File: src/rtl/mux_tree_pkg.sv
// rtl/mux_tree_pkg.sv - shared constants and layer geometry helpers for the registered mux tree
package mux_tree_pkg;

    localparam int MAX_NCH = 16;

    // Number of XLEN-bit entries carried on tree level k (level 0 is the raw input).
    function automatic int layer_entries(input int nch, input int k);
        return nch >> k;
    endfunction

    // Entry offset of tree level k inside one flat bus holding every level back to back.
    function automatic int layer_base(input int nch, input int k);
        return 2 * nch - 2 * (nch >> k);
    endfunction

endpackage

File: src/rtl/mux2_layer.sv
// rtl/mux2_layer.sv - one registered layer of NOUT 2:1 XLEN-bit muxes sharing a select bit
module mux2_layer #(
    parameter int XLEN = 5,
    parameter int NOUT = 1
) (
    input  logic                   clock,
    input  logic                   reset,
    input  logic                   enable,
    input  logic                   sel_bit,
    input  logic [2*NOUT*XLEN-1:0] din,
    output logic [NOUT*XLEN-1:0]   dout
);

    logic [NOUT*XLEN-1:0] dout_d;
    logic [NOUT*XLEN-1:0] dout_q;

    always_comb begin
        dout_d = dout_q;
        if (enable) begin
            for (int j = 0; j < NOUT; j++) begin
                dout_d[j*XLEN +: XLEN] = sel_bit ? din[(2*j+1)*XLEN +: XLEN]
                                                 : din[(2*j)*XLEN +: XLEN];
            end
        end
    end

    always_ff @(posedge clock) begin
        if (reset) begin
            dout_q <= '0;
        end else begin
            dout_q <= dout_d;
        end
    end

    assign dout = dout_q;

endmodule

File: src/rtl/mux_tree_reg.sv
// rtl/mux_tree_reg.sv - registered NCH-way channel selector with valid/tag sideband and round-robin mode
module mux_tree_reg #(
    parameter  int XLEN = 5,
    parameter  int NCH  = 4,
    localparam int SELW = $clog2(NCH)
) (
    input  logic                clock,
    input  logic                reset,
    input  logic                enable,
    input  logic [NCH*XLEN-1:0] data,
    input  logic                in_valid,
    input  logic [SELW-1:0]     sel,
    input  logic                rr_mode,
    output logic [XLEN-1:0]     out,
    output logic                out_valid,
    output logic [SELW-1:0]     out_chan,
    output logic [SELW-1:0]     rr_ptr
);

    import mux_tree_pkg::*;

    localparam int TOTAL = 2 * NCH - 1;

    // Every tree level packed back to back: level 0 is data, the last entry is the output.
    logic [TOTAL*XLEN-1:0] tree;

    logic [SELW-1:0] esel;
    logic [SELW-1:0] rr_ptr_d, rr_ptr_q;
    logic [SELW-1:0] vld_d, vld_q;
    logic [SELW-1:0] chan_d [SELW];
    logic [SELW-1:0] chan_q [SELW];

    assign esel = rr_mode ? rr_ptr_q : sel;
    assign tree[NCH*XLEN-1:0] = data;

    for (genvar k = 0; k < SELW; k++) begin : g_layer
        localparam int IBASE = layer_base(NCH, k);
        localparam int OBASE = layer_base(NCH, k + 1);
        localparam int NOUT  = layer_entries(NCH, k + 1);

        logic sel_bit;

        // Later layers steer with the select bit that travelled alongside their data.
        if (k == 0) begin : g_first
            assign sel_bit = esel[0];
        end else begin : g_later
            assign sel_bit = chan_q[k-1][k];
        end

        mux2_layer #(
            .XLEN (XLEN),
            .NOUT (NOUT)
        ) u_layer (
            .clock   (clock),
            .reset   (reset),
            .enable  (enable),
            .sel_bit (sel_bit),
            .din     (tree[IBASE*XLEN +: 2*NOUT*XLEN]),
            .dout    (tree[OBASE*XLEN +: NOUT*XLEN])
        );
    end

    always_comb begin
        rr_ptr_d = rr_ptr_q;
        vld_d    = vld_q;
        for (int k = 0; k < SELW; k++) begin
            chan_d[k] = chan_q[k];
        end
        if (enable) begin
            if (rr_mode && in_valid) begin
                rr_ptr_d = rr_ptr_q + SELW'(1);
            end
            vld_d[0]  = in_valid;
            chan_d[0] = esel;
            for (int k = 1; k < SELW; k++) begin
                vld_d[k]  = vld_q[k-1];
                chan_d[k] = chan_q[k-1];
            end
        end
    end

    always_ff @(posedge clock) begin
        if (reset) begin
            rr_ptr_q <= '0;
            vld_q    <= '0;
            for (int k = 0; k < SELW; k++) begin
                chan_q[k] <= '0;
            end
        end else begin
            rr_ptr_q <= rr_ptr_d;
            vld_q    <= vld_d;
            for (int k = 0; k < SELW; k++) begin
                chan_q[k] <= chan_d[k];
            end
        end
    end

    assign out       = tree[(TOTAL-1)*XLEN +: XLEN];
    assign out_valid = vld_q[SELW-1];
    assign out_chan  = chan_q[SELW-1];
    assign rr_ptr    = rr_ptr_q;

endmodule
File: config.mk
export PLATFORM = sky130hd
export DESIGN_NAME = mux_tree_reg
export DESIGN_NICKNAME = d
export VERILOG_FILES = /design/src/rtl/mux_tree_pkg.sv /design/src/rtl/mux2_layer.sv /design/src/rtl/mux_tree_reg.sv
export SDC_FILE = /design/constraint.sdc
export NUM_CORES = 1
export LEC_CHECK = 0
export CORE_MARGIN = 2
export CORE_UTILIZATION = 46
export CTS_BUF_LIST = sky130_fd_sc_hd__clkbuf_16
export CTS_CLUSTER_SIZE = 14
export DETAILED_ROUTE_END_ITERATION = 16
export HOLD_SLACK_MARGIN = 0.06
export MAX_ROUTING_LAYER = met4
export PLACE_DENSITY = 0.9
export SETUP_SLACK_MARGIN = 0.3
export SLEW_MARGIN = 40
export SYNTH_ARGS = -nofsm -noshare
export SYNTH_HDL_FRONTEND = slang
export SYNTH_SLANG_ARGS = --single-unit
File: constraint.sdc
create_clock -name clock -period 1.5 [get_ports clock]
set_input_delay 0.15 -clock clock [delete_from_list [all_inputs] [get_ports clock]]
set_output_delay 0.15 -clock clock [all_outputs]
set_load 0.005 [all_outputs]
==> impl_metrics.csv <==
group,metric,value,unit
setup_path,crit_buf_inv,1,
setup_path,rrSetupSlack,0.34,ns
global_route,grt_first_pass_wirelength,3933,um
setup_path,worstRegToRegCells,4,
sta,whs,0.4464,ns
power,p_total,0.001479,W
power,power.internal,0.001150,W
setup_path,crit_required,1.64,ns
final_layout,utilization,0.7356,
global_route,grt_max_degree,41,
floorplan,io-pin-count,37,
final_layout,diodes,0,
sta,period_needed,1.165,ns
hold_path,hold_path_depth,5,
placement,pre_cts_slack,-0.03434,ns
setup_path,slowest_stage,"dfxtp_4",
placement,hpwl,1534,um
power,switching_share,0.2229,
hold_path,hp-class,"primary input to flip-flop",
logic_synthesis,synth_flop_cell,"dfxtp_1",
floorplan,die_area,2547,um^2
drt,ant_nets,0,
clocking,clk_root_buffer_cell,"clkbuf_16",
global_route,antenna_found_initial,0,
placement,gp_congestion,0.7598,
sta,finalCritPeriodShare,0.7766,
outcome,outcome,"finished, final reports clean",
logic_synthesis,synth.avg_cell_area,9.031,um^2
logic_synthesis,synth_common_cells,"dfxtp_1, nor2_1, nand2_1",
logic_synthesis,synth_edf_count,0,
logic_synthesis,synth_cell_type_count,16,
power,p_sw,0.0003298,W
floorplan,fp.dieW,50.47,um
power,seqPwrFrac,0.460,
clocking,cts_buffer_depth,2,
sta,tightestPinTransition,0.3894,ns
power,p_leak,0.6244,nW
sta,worst_slack,0.3351,ns
final_layout,nets,173,
drt,wl,2487,um
sta,fmax,858.4,MHz
final_layout,syn2layout_area_growth,48.24,%
sta,slew_viol_final,0,
sta,setup-violations-final,0,
drt,dr.pass1.iters,4,
global_route,overflow,0,
power,power_frac_clock,0.372,
logic_synthesis,netlist.area_leader.share,0.4635,
sta,rsz0062_at_grt,"no",
power,pwr-share-comb,0.168,
global_route,grt_pass1_vias,891,
logic_synthesis,syn-num-nets,137,
logic_synthesis,synth_area_leaders,"dfxtp_1, mux2i_1, nor2_1",
logic_synthesis,ys_async_sr_fraction,0,
logic_synthesis,synth_sequential_area_ratio,0.4635,
setup_path,cp.arrival,1.31,ns
floorplan,fp-row-count,16,
clocking,hold_buffers,0,
placement,port_buffers,36,
global_route,track_usage,0.2142,
setup_path,path_class,"flip-flop to flip-flop",
clocking,clock_latency,0.25,ns
logic_synthesis,ys_warn_count,0,
sta,fin_skew,0.002310,ns
final_layout,num-fill-cells,143,
clocking,clkTransAtPathRegs,0.06,ns
setup_path,critPathMaxStageDelay,0.36,ns
final_layout,drive_gt1_frac,0.1172,
drt,vias_per_cell,5.273,
setup_path,crit_cells,4,
floorplan,die_h,50.47,um
setup_path,crit_chain,"mux2i_4 -> buf_6 -> nand2_2 -> a311oi_2",
sta,finalHoldViolCount,0,
run,max_cap_viol_count,0,
floorplan,core,2002,um^2
clocking,cts_buffers,3,
logic_synthesis,synthCells,110,
setup_path,cp-end-kind,"flip-flop",
drt,vias,907,
setup_path,critPathTopFamily,"flip-flops",
setup_path,startpoint_type,"flip-flop",
power,powerDensity,1005,nW/um^2
clocking,htree_levels,1,
sta,relSlewSlack,0.7400,
clocking,cts_sinks,23,
clocking,cts_tree,"built",
floorplan,start_util,0.4963,
drt,drt_iter0_drc,13,
logic_synthesis,synth_top_area_cell,"dfxtp_1",
logic_synthesis,ys_ff_latch,23,
drt,routedWlPerCell,14.46,um
setup_path,path_max_fanout,6,
power,ir_drop,0.5744,mV
drt,route.detailed.drc,0,
logic_synthesis,syn_area,993.5,um^2
stage by stage:
stage / setup TNS (ns) / cells / area [um^2]
after global placement: 0 / 167 / 1370
after floorplan: 0 / 110 / 993.5
after CTS: 0 / 171 / 1448
after detailed placement: -0.1679 / 167 / 1370
after global routing: 0 / 172 / 1473
final: 0 / 172 / 1473
power groups by stage:
| stage | combinational, W | sequential (W) | clock, W |
|---|---|---|---|
| after floorplan | 0.000125 | 0.000683 | 0 |
| after global placement | 0.000236 | 0.000689 | 0 |
| after detailed placement | 0.000242 | 0.000692 | 0 |
| after CTS | 0.000240 | 0.000681 | 0.000556 |
| after global routing | 0.000271 | 0.000685 | 0.000588 |
| final | 0.000248 | 0.000681 | 0.000551 |
cells by family after synthesis:
kind of cell,count (synthesis),synth area share
XOR/XNOR,2,0.01764
buffers and inverters,11,0.06800
multiplexers,12,0.1297
flip-flops,23,0.4635
AND/OR/NAND/NOR,45,0.1738
AO/OA/AOI/OAI,17,0.1474
final timing paths:
path                                            startpoint                         end
worst max register to register                   rr_ptr[0]  g_layer[0].u_layer.dout[7]
worst max-delay path                             rr_ptr[0]  g_layer[0].u_layer.dout[7]
worst min register to register  g_layer[1].u_layer.dout[2]  g_layer[1].u_layer.dout[2]
worst min-delay path                                sel[0]  g_layer[0].u_layer.dout[9]
worst min-delay path, stage by stage:
cell	delay [ns]
dlymetal6s2s_1	0.14
mux2i_4	0.09
buf_6	0.13
nand2_1	0.06
a311oi_1	0.08
cells in the final DEF (no fill, tap or decap):
master           synthesis  routed
clkdlybuf4s50_1          0      24
nor2_1                  23      23
dfxtp_1                 23      20
nand2_1                 20      19
dlygate4sd2_1            0      11
mux2i_1                 10      10
a311oi_1                 9       8
a211oi_1                 7       7
buf_4                    2       4
clkbuf_16                0       3
xor2_1                   2       2
a311oi_2                 1       2
dfxtp_2                  0       2
nand3_1                  1       1
mux2i_4                  0       1
mux2_4                   1       1
nand2_2                  0       1
nand4_1                  1       1
inv_1                    0       1
dlymetal6s2s_1           0       1
buf_6                    2       1
buf_12                   0       1
dfxtp_4                  0       1
metal layers:
metal,up-vias,track usage,share of wire
li1,453,-,-
met1,400,0.2373,0.40
met2,44,0.3596,0.50
met3,10,0.03571,0.050
met4,0,0.1306,0.049
met5,-,-,0
registers in the layout, summed over array words and instances, names as in the netlist:
signal,count
vld_q,2
rr_ptr,2
g_layer.u_layer.dout,15
chan_q,4
cell type report:
cell class | count | area, um^2 | area share
sequential | 23 | 466.7 | 0.3169
tap | 27 | 33.78 | 0.02294
clock inverter | 1 | 3.754 | 0.002549
multi-input combinational | 76 | 483.0 | 0.3280
clock buffer | 3 | 75.07 | 0.05098
timing repair buffer | 42 | 410.4 | 0.2787
timing repair:
action                                  CTS  global route
pin swaps                                 0             1
endpoints found under the setup margin   20             3
setup buffers                             0             1
gates resized for setup                  16             4
(Power assumes the default switching activity.)
